**config.mk**
```make
export PLATFORM = sky130hd
export DESIGN_NAME = mem_stage
export DESIGN_NICKNAME = d
export VERILOG_FILES = /design/src/rtl/mem_stage.sv
export SDC_FILE = /design/constraint.sdc
export NUM_CORES = 1
export LEC_CHECK = 0
export ABC_AREA = 1
export CAP_MARGIN = 20
export CORE_ASPECT_RATIO = 0.9
export CORE_MARGIN = 2
export CORE_UTILIZATION = 46
export DETAILED_ROUTE_END_ITERATION = 12
export DONT_BUFFER_PORTS = 1
export SETUP_SLACK_MARGIN = 0.15
export SKIP_CTS_REPAIR_TIMING = 1
export SLEW_MARGIN = 5
export SYNTH_ARGS = -nofsm -noshare
export SYNTH_HDL_FRONTEND = slang
export SYNTH_SLANG_ARGS = --single-unit
export TNS_END_PERCENT = 50
```
**constraint.sdc**
```tcl
create_clock -name clk -period 4.1 [get_ports clk]
set_input_delay 1.025 -clock clk [delete_from_list [all_inputs] [get_ports clk]]
set_output_delay 1.025 -clock clk [all_outputs]
set_load 0.05 [all_outputs]
```
**src/rtl/mem_stage.sv**
```systemverilog
// rtl/mem_stage.sv - memory-access pipeline stage with data-memory handshake and load formatting
// Optional misaligned-access trap: define MEM_MISALIGN_CHECK_EN.
module mem_stage (
    input  logic        clk,
    input  logic        rst_n,
    input  logic        MEM_valid,
    input  logic        MEM_read,
    input  logic        MEM_write,
    input  logic [2:0]  MEM_funct3,
    input  logic [31:0] MEM_alu_out,
    input  logic [31:0] MEM_rs2_out,
    input  logic        MEM_advance,
    output logic        dmem_read,
    output logic        dmem_write,
    output logic [31:0] dmem_address,
    output logic [31:0] dmem_wdata,
    output logic [3:0]  dmem_byte_enable,
    input  logic [31:0] dmem_rdata,
    input  logic        dmem_resp,
    output logic        MEM_stall,
    output logic [31:0] MEM_load_data,
    output logic        MEM_misaligned
);

    typedef enum logic [1:0] {IDLE, BUSY, DONE} state_t;

    state_t      state, state_nxt;
    logic [31:0] hold_q;
    logic        access, is_write, is_read, misaligned, req, use_rdata;
    logic [31:0] fmt_src, fmt_word;
    logic [7:0]  sel_byte;
    logic [15:0] sel_half;

    assign access   = MEM_valid & (MEM_read | MEM_write);
    assign is_write = MEM_write;
    assign is_read  = MEM_read & ~MEM_write;

`ifdef MEM_MISALIGN_CHECK_EN
    always_comb begin
        misaligned = 1'b0;
        if (access) begin
            case (MEM_funct3[1:0])
                2'b01:   misaligned = MEM_alu_out[0];
                2'b10:   misaligned = |MEM_alu_out[1:0];
                default: misaligned = 1'b0;
            endcase
        end
    end
`else
    assign misaligned = 1'b0;
`endif

    // DONE suppresses the request so a stalled-downstream load is never reissued.
    assign req       = rst_n & access & ~misaligned & (state != DONE);
    assign use_rdata = req & dmem_resp;

    assign dmem_read      = req & is_read;
    assign dmem_write     = req & is_write;
    assign dmem_address   = {MEM_alu_out[31:2], 2'b00};
    assign MEM_stall      = req & ~dmem_resp;
    assign MEM_misaligned = rst_n & misaligned;

    always_comb begin
        dmem_byte_enable = 4'b0000;
        dmem_wdata       = MEM_rs2_out;
        case (MEM_funct3[1:0])
            2'b00: begin
                dmem_byte_enable = 4'b0001 << MEM_alu_out[1:0];
                dmem_wdata       = {4{MEM_rs2_out[7:0]}};
            end
            2'b01: begin
                dmem_byte_enable = 4'b0011 << {MEM_alu_out[1], 1'b0};
                dmem_wdata       = {2{MEM_rs2_out[15:0]}};
            end
            default: begin
                dmem_byte_enable = 4'b1111;
                dmem_wdata       = MEM_rs2_out;
            end
        endcase
        if (!(req && is_write))
            dmem_byte_enable = 4'b0000;
    end

    assign fmt_src = use_rdata ? dmem_rdata : hold_q;

    always_comb begin
        sel_byte = fmt_src[7:0];
        case (MEM_alu_out[1:0])
            2'b00: sel_byte = fmt_src[7:0];
            2'b01: sel_byte = fmt_src[15:8];
            2'b10: sel_byte = fmt_src[23:16];
            2'b11: sel_byte = fmt_src[31:24];
        endcase
        sel_half = MEM_alu_out[1] ? fmt_src[31:16] : fmt_src[15:0];
        case (MEM_funct3)
            3'b000:  fmt_word = {{24{sel_byte[7]}}, sel_byte};
            3'b001:  fmt_word = {{16{sel_half[15]}}, sel_half};
            3'b100:  fmt_word = {24'h0, sel_byte};
            3'b101:  fmt_word = {16'h0, sel_half};
            default: fmt_word = fmt_src;
        endcase
        MEM_load_data = (access && is_read && !misaligned) ? fmt_word : 32'h0;
    end

    always_comb begin
        state_nxt = state;
        case (state)
            IDLE: begin
                if (access && !misaligned) begin
                    if (dmem_resp)
                        state_nxt = MEM_advance ? IDLE : DONE;
                    else
                        state_nxt = BUSY;
                end
            end
            BUSY: begin
                // Losing the access (flush) abandons the request rather than waiting.
                if (!access)
                    state_nxt = IDLE;
                else if (dmem_resp)
                    state_nxt = MEM_advance ? IDLE : DONE;
            end
            DONE: begin
                if (MEM_advance)
                    state_nxt = IDLE;
            end
            default: state_nxt = IDLE;
        endcase
    end

    always_ff @(posedge clk or negedge rst_n) begin
        if (!rst_n) begin
            state  <= IDLE;
            hold_q <= 32'h0;
        end else begin
            state <= state_nxt;
            if (use_rdata)
                hold_q <= dmem_rdata;
        end
    end

endmodule
```
* Word level (Yosys, flattened, before mapping)
Cells that the tools add are included.
** Cells by class
- Bitwise logic cells :: 11
- Shift-type cells :: 2
- Equal/unequal tests :: 13
- Mux-type cells :: 15
- Reductions and logical operators :: 7
** Operator list (number)
- one-hot mux 32 bit (4 select lines) :: 1
- two-way mux 32 bit :: 2
- one-hot mux 32 bit (2 select lines) :: 1
- one-hot mux 8 bit (4 select lines) :: 1
- two-way mux 16 bit :: 1
- two-way mux 2 bit :: 6
- bitwise AND 1 bit :: 8
- one-hot mux 4 bit (2 select lines) :: 1
- == test 2 x 1 -> 1 bit (second input constant) :: 3
- == test 2 bit (second input constant) :: 3
- == test 3 bit (second input constant) :: 2
- logical NOT 2 bit :: 3
- inequality test 2 bit (second input constant) :: 3
- one-hot mux 2 bit (3 select lines) :: 1
- two-way mux 4 bit :: 1
- << shifter 1 x 2 -> 4 bit (first input constant) :: 1
- << shifter 2 x 2 -> 4 bit (first input constant) :: 1
- == test 3 x 1 -> 1 bit (second input constant) :: 1
- logical NOT 3 bit :: 1
- inequality test 3 bit (second input constant) :: 1
- AND reduction 3 bit :: 1
- logical AND 1 bit :: 2
- inverter 1 bit :: 2
- bitwise OR 1 bit :: 1
** Word-level totals
- Register bits :: 34
- Output and inout port bits :: 104

* Depth between registers and ports, before layout
- Depth in word-level cells :: 9
- Gate-level depth with buffers :: 13
- Gate-level depth less buffers :: 12

* Least setup slack after synthesis
Ideal clock, no wire load.
- Path kind :: input port to output port
- Start point :: input port rst_n
- End point :: output port dmem_byte_enable[1]
- Arrival :: 2.986 ns
- Path slack :: 0.089 ns
- Required time :: 3.075 ns
- Cell stages on the path :: 6
- Cells stage by stage :: inv_1 -> a21oi_2 -> inv_1 -> nor2_1 -> inv_1 -> a31oi_1
** On the way
- Word-level cells in the longest chain between the ends :: 4
** RTL lines
- start: declaration :: line 5 : input logic rst_n,
- bitwise AND 1 bit (2 in series) :: line 54 : assign req = rst_n & access & ~misaligned & (state != DONE);
- logical AND 1 bit :: line 80 : if (!(req && is_write))
- two-way mux 4 bit :: line 80
- end: declaration :: line 17 : output logic [3:0] dmem_byte_enable,
Every way passes these cells.

* Worst setup path in the final report
- Start point :: input port MEM_read
- End point :: output port MEM_load_data[13]
** On the way
- Word-level cells in the longest chain between the ends :: 9
** RTL lines
- start: declaration :: line 7 : input logic MEM_read,
- bitwise OR 1 bit :: line 34 : assign access = MEM_valid & (MEM_read | MEM_write);
- bitwise AND 1 bit :: line 34
- bitwise AND 1 bit (2 in series) :: line 54
- bitwise AND 1 bit :: line 55 : assign use_rdata = req & dmem_resp;
- two-way mux 32 bit
- named net fmt_src[29] :: line 30 : logic [31:0] fmt_src, fmt_word;
- two-way mux 16 bit :: line 94 : sel_half = MEM_alu_out[1] ? fmt_src[31:16] : fmt_src[15:0];
- one-hot mux 32 bit (4 select lines) :: line 95 : case (MEM_funct3)
- two-way mux 32 bit :: line 102 : MEM_load_data = (access && is_read && !misaligned) ? fmt_word : 32'h0;
- end: declaration :: line 21 : output logic [31:0] MEM_load_data,
The timed path passes the listed nets, and every way through them passes these cells.

==> flow_metrics.tcl <==
set metrics [dict create \
    post_drt_via_cell_ratio 5.12 \
    worst_ep_arrival_time_ns 2.76 \
    antenna_found_initial 0 \
    ctsHtreeMaxLevel 2 \
    yosysWarnings 0 \
    port_buffers 0 \
    tns_ns 0 \
    grt_pass1_vias 2563 \
    ios 210 \
    placed_cells 526 \
    whs_ns 0.428 \
    fin_crit_sh_pct 92.2 \
    yosysSeqAreaShare_pct 29.3 \
    regToRegSetupSlack_ns 2.23 \
    avgSynthCellArea_um2 6.68 \
    layout.cells.non_filler 534 \
    dpl.hpwl_mm 6.21 \
    layout_min_cycle_time_ns 3.78 \
    grt_start_max_net_pins 37 \
    cts_made_buffers 5 \
    power_density_mw_per_mm2 380 \
    globalRouteOverflowTotal 0 \
    rsz0062_at_grt "false" \
    rows 27 \
    synth_flop_cell "dfrtp_1" \
    fin_skew_ns 0.00328 \
    wirelength_mm 8.14 \
    worstHoldPathType "in -> async" \
    cts_tree "built" \
    required_ns 3.07 \
    synth_top_family_by_area "simple AND/OR/NAND/NOR gates" \
    synth_compound_area_share_pct 17.9 \
    clk_latency_ns 0.29 \
    gp_congestion 0.860 \
    synth-simple-area-share_pct 29.0 \
    max_cap_violations 0 \
    drive_gt1_share_pct 24.4 \
    startpoint_type "primary input" \
    grt_pass1_wl_mm 12.3 \
    via_count 2734 \
    synth_top_area_cell "dfrtp_1" \
    die_x_um 87.7 \
    synth_cell_types 34 \
    synth_fa_ha_area_share_pct 0 \
    initial_utilization_pct 47.4 \
    p_leak_nw 1.72 \
    startpoint "MEM_read" \
    die-area_mm2 0.00696 \
    cp-endpoint "MEM_load_data[13]" \
    slew_violations 0 \
    nNetsFinal 552 \
    setup_viol 0 \
    total_power_mw 1.25 \
    path_clk_slew_ns 0.07 \
    worstMarginPinSlew_ns 0.684 \
    worstSetupPathType "in -> out" \
    post-route-drc-count 0 \
    synth_area_leaders "dfrtp_1 (29%), nand2_1 (12%), buf_4 (11%), inv_1 (9.8%), nor2_1 (5.8%)" \
    rr_endpoint "hold_q[29]" \
    critPathMaxFanout 33 \
    grt_use_total_pct 22.7 \
    coreArea_mm2 0.00611 \
    report.final.hold_viol_count 0 \
    ys_seq_elements 34 \
    vdd_ir_drop_max_mv 0.206 \
    areaGrowthSynthToFinish_pct 13.7 \
    root_buffer "clkbuf_8" \
    synth_cells 434 \
    reg2reg_from "state[0]" \
    postLayoutCoreUtil_pct 53.9 \
    reg2reg_depth 8 \
    synthArstFlopShare_pct 100 \
    drt_iter0_drc 159 \
    layout_common_cells "nand2_1 (91), inv_1 (76), buf_4 (48)" \
    cts.sinks 34 \
    synth_top_cell_area_share_pct 29.3 \
    synth_edf_count 0 \
    netlist_area_mm2 0.00290 \
    cp-end-kind "output pin" \
    wl_per_cell_um 15.2 \
    diodes 0 \
    synthXorXnorAreaFrac_pct 0 \
    synthMuxAreaShare_pct 0 \
    layout_commonest_cell "nand2_1" \
    max_clock_freq_mhz 265 \
    postRouteAntennaNets 0 \
    clk_path_buf_depth 2 \
    die_h_um 79.3 \
    outcome "complete, no violations" \
    first_pass_iters 4 \
    slew_headroom_pct 54.4 \
]
registers in the layout, indices dropped and copies added, names as in the netlist:
name,flops
hold_q,32
state,2
worst min-delay path by stage:
| stage | startpoint | end | slack, ns | depth (start not counted) |
|---|---|---|---|---|
| finish | rst_n | hold_q[31] | 0.43 | 0 |
| global route | rst_n | hold_q[8] | 0.41 | 0 |
| CTS | rst_n | hold_q[15] | 0.42 | 0 |
| detailed placement | hold_q[9] | hold_q[9] | 0.50 | 2 |
| global placement | hold_q[9] | hold_q[9] | 0.50 | 2 |
| floorplan | hold_q[9] | hold_q[9] | 0.46 | 2 |
metrics by stage:
stage	setup slack, ns	instance area, µm²
after detailed placement	0.335	3200
after CTS	0.333	3300
after global placement	0.374	3200
after floorplan	0.219	2910
final	0.320	3300
after global routing	0.151	3300
where the power goes:
part / leakage [nW] / total, mW / switching (mW) / internal, mW
Combinational: 1.28 / 0.545 / 0.375 / 0.170
Sequential: 0.393 / 0.445 / 0.0218 / 0.423
Clock: 0.0472 / 0.262 / 0.127 / 0.135
critical path, cell delays in order:
cell and delay (ns):
nand2_1 0.11, nand2_4 0.10, nand4_4 0.12, clkinv_4 0.20, buf_4 0.24, or2_2 0.27
o21ai_0 0.14, inv_1 0.14, nand2_1 0.08, a31oi_1 0.10, buf_4 0.22
per-layer routing:
layer	track usage, %	part of all wire (%)	up-vias
li1	-	-	1341
met1	32.3	45	1274
met2	34.2	46	110
met3	5.61	8.2	9
met4	6.46	0.80	0
met5	0	0	-
cell type report:
class / instances / area (µm²)
fill: 612 / 2820
multi-input combinational: 267 / 1380
sequential: 34 / 851
timing repair buffer: 58 / 561
inverter: 80 / 305
tap: 87 / 109
clock buffer: 6 / 82.6
clock inverter: 2 / 12.5
logic make-up (layout without fill, tap and decap cells):
logic type,after synthesis,after routing
buffers and inverters,135,146
DFF,34,34
other,1,3
and+or+nand+nor,179,179
AOI/OAI and AO/OA,85,85
synthesized netlist by cell type (2+ instances only):
| cell type | number |
|---|---|
| a21oi_1 | 8 |
| clkbuf_1 | 8 |
| nand3_4 | 2 |
| or2_2 | 13 |
| dfrtp_1 | 34 |
| o22ai_1 | 15 |
| inv_1 | 76 |
| nand2_1 | 91 |
| o211ai_1 | 8 |
| a31oi_1 | 8 |
| o21ai_0 | 33 |
| nand2_4 | 3 |
| nor2_2 | 12 |
| nand4_1 | 3 |
| buf_4 | 42 |
| buf_2 | 3 |
| o21a_1 | 7 |
| nand2_2 | 3 |
| nor2_1 | 45 |
| inv_2 | 3 |
| nand3_1 | 4 |
(Power assumes the default switching activity.)
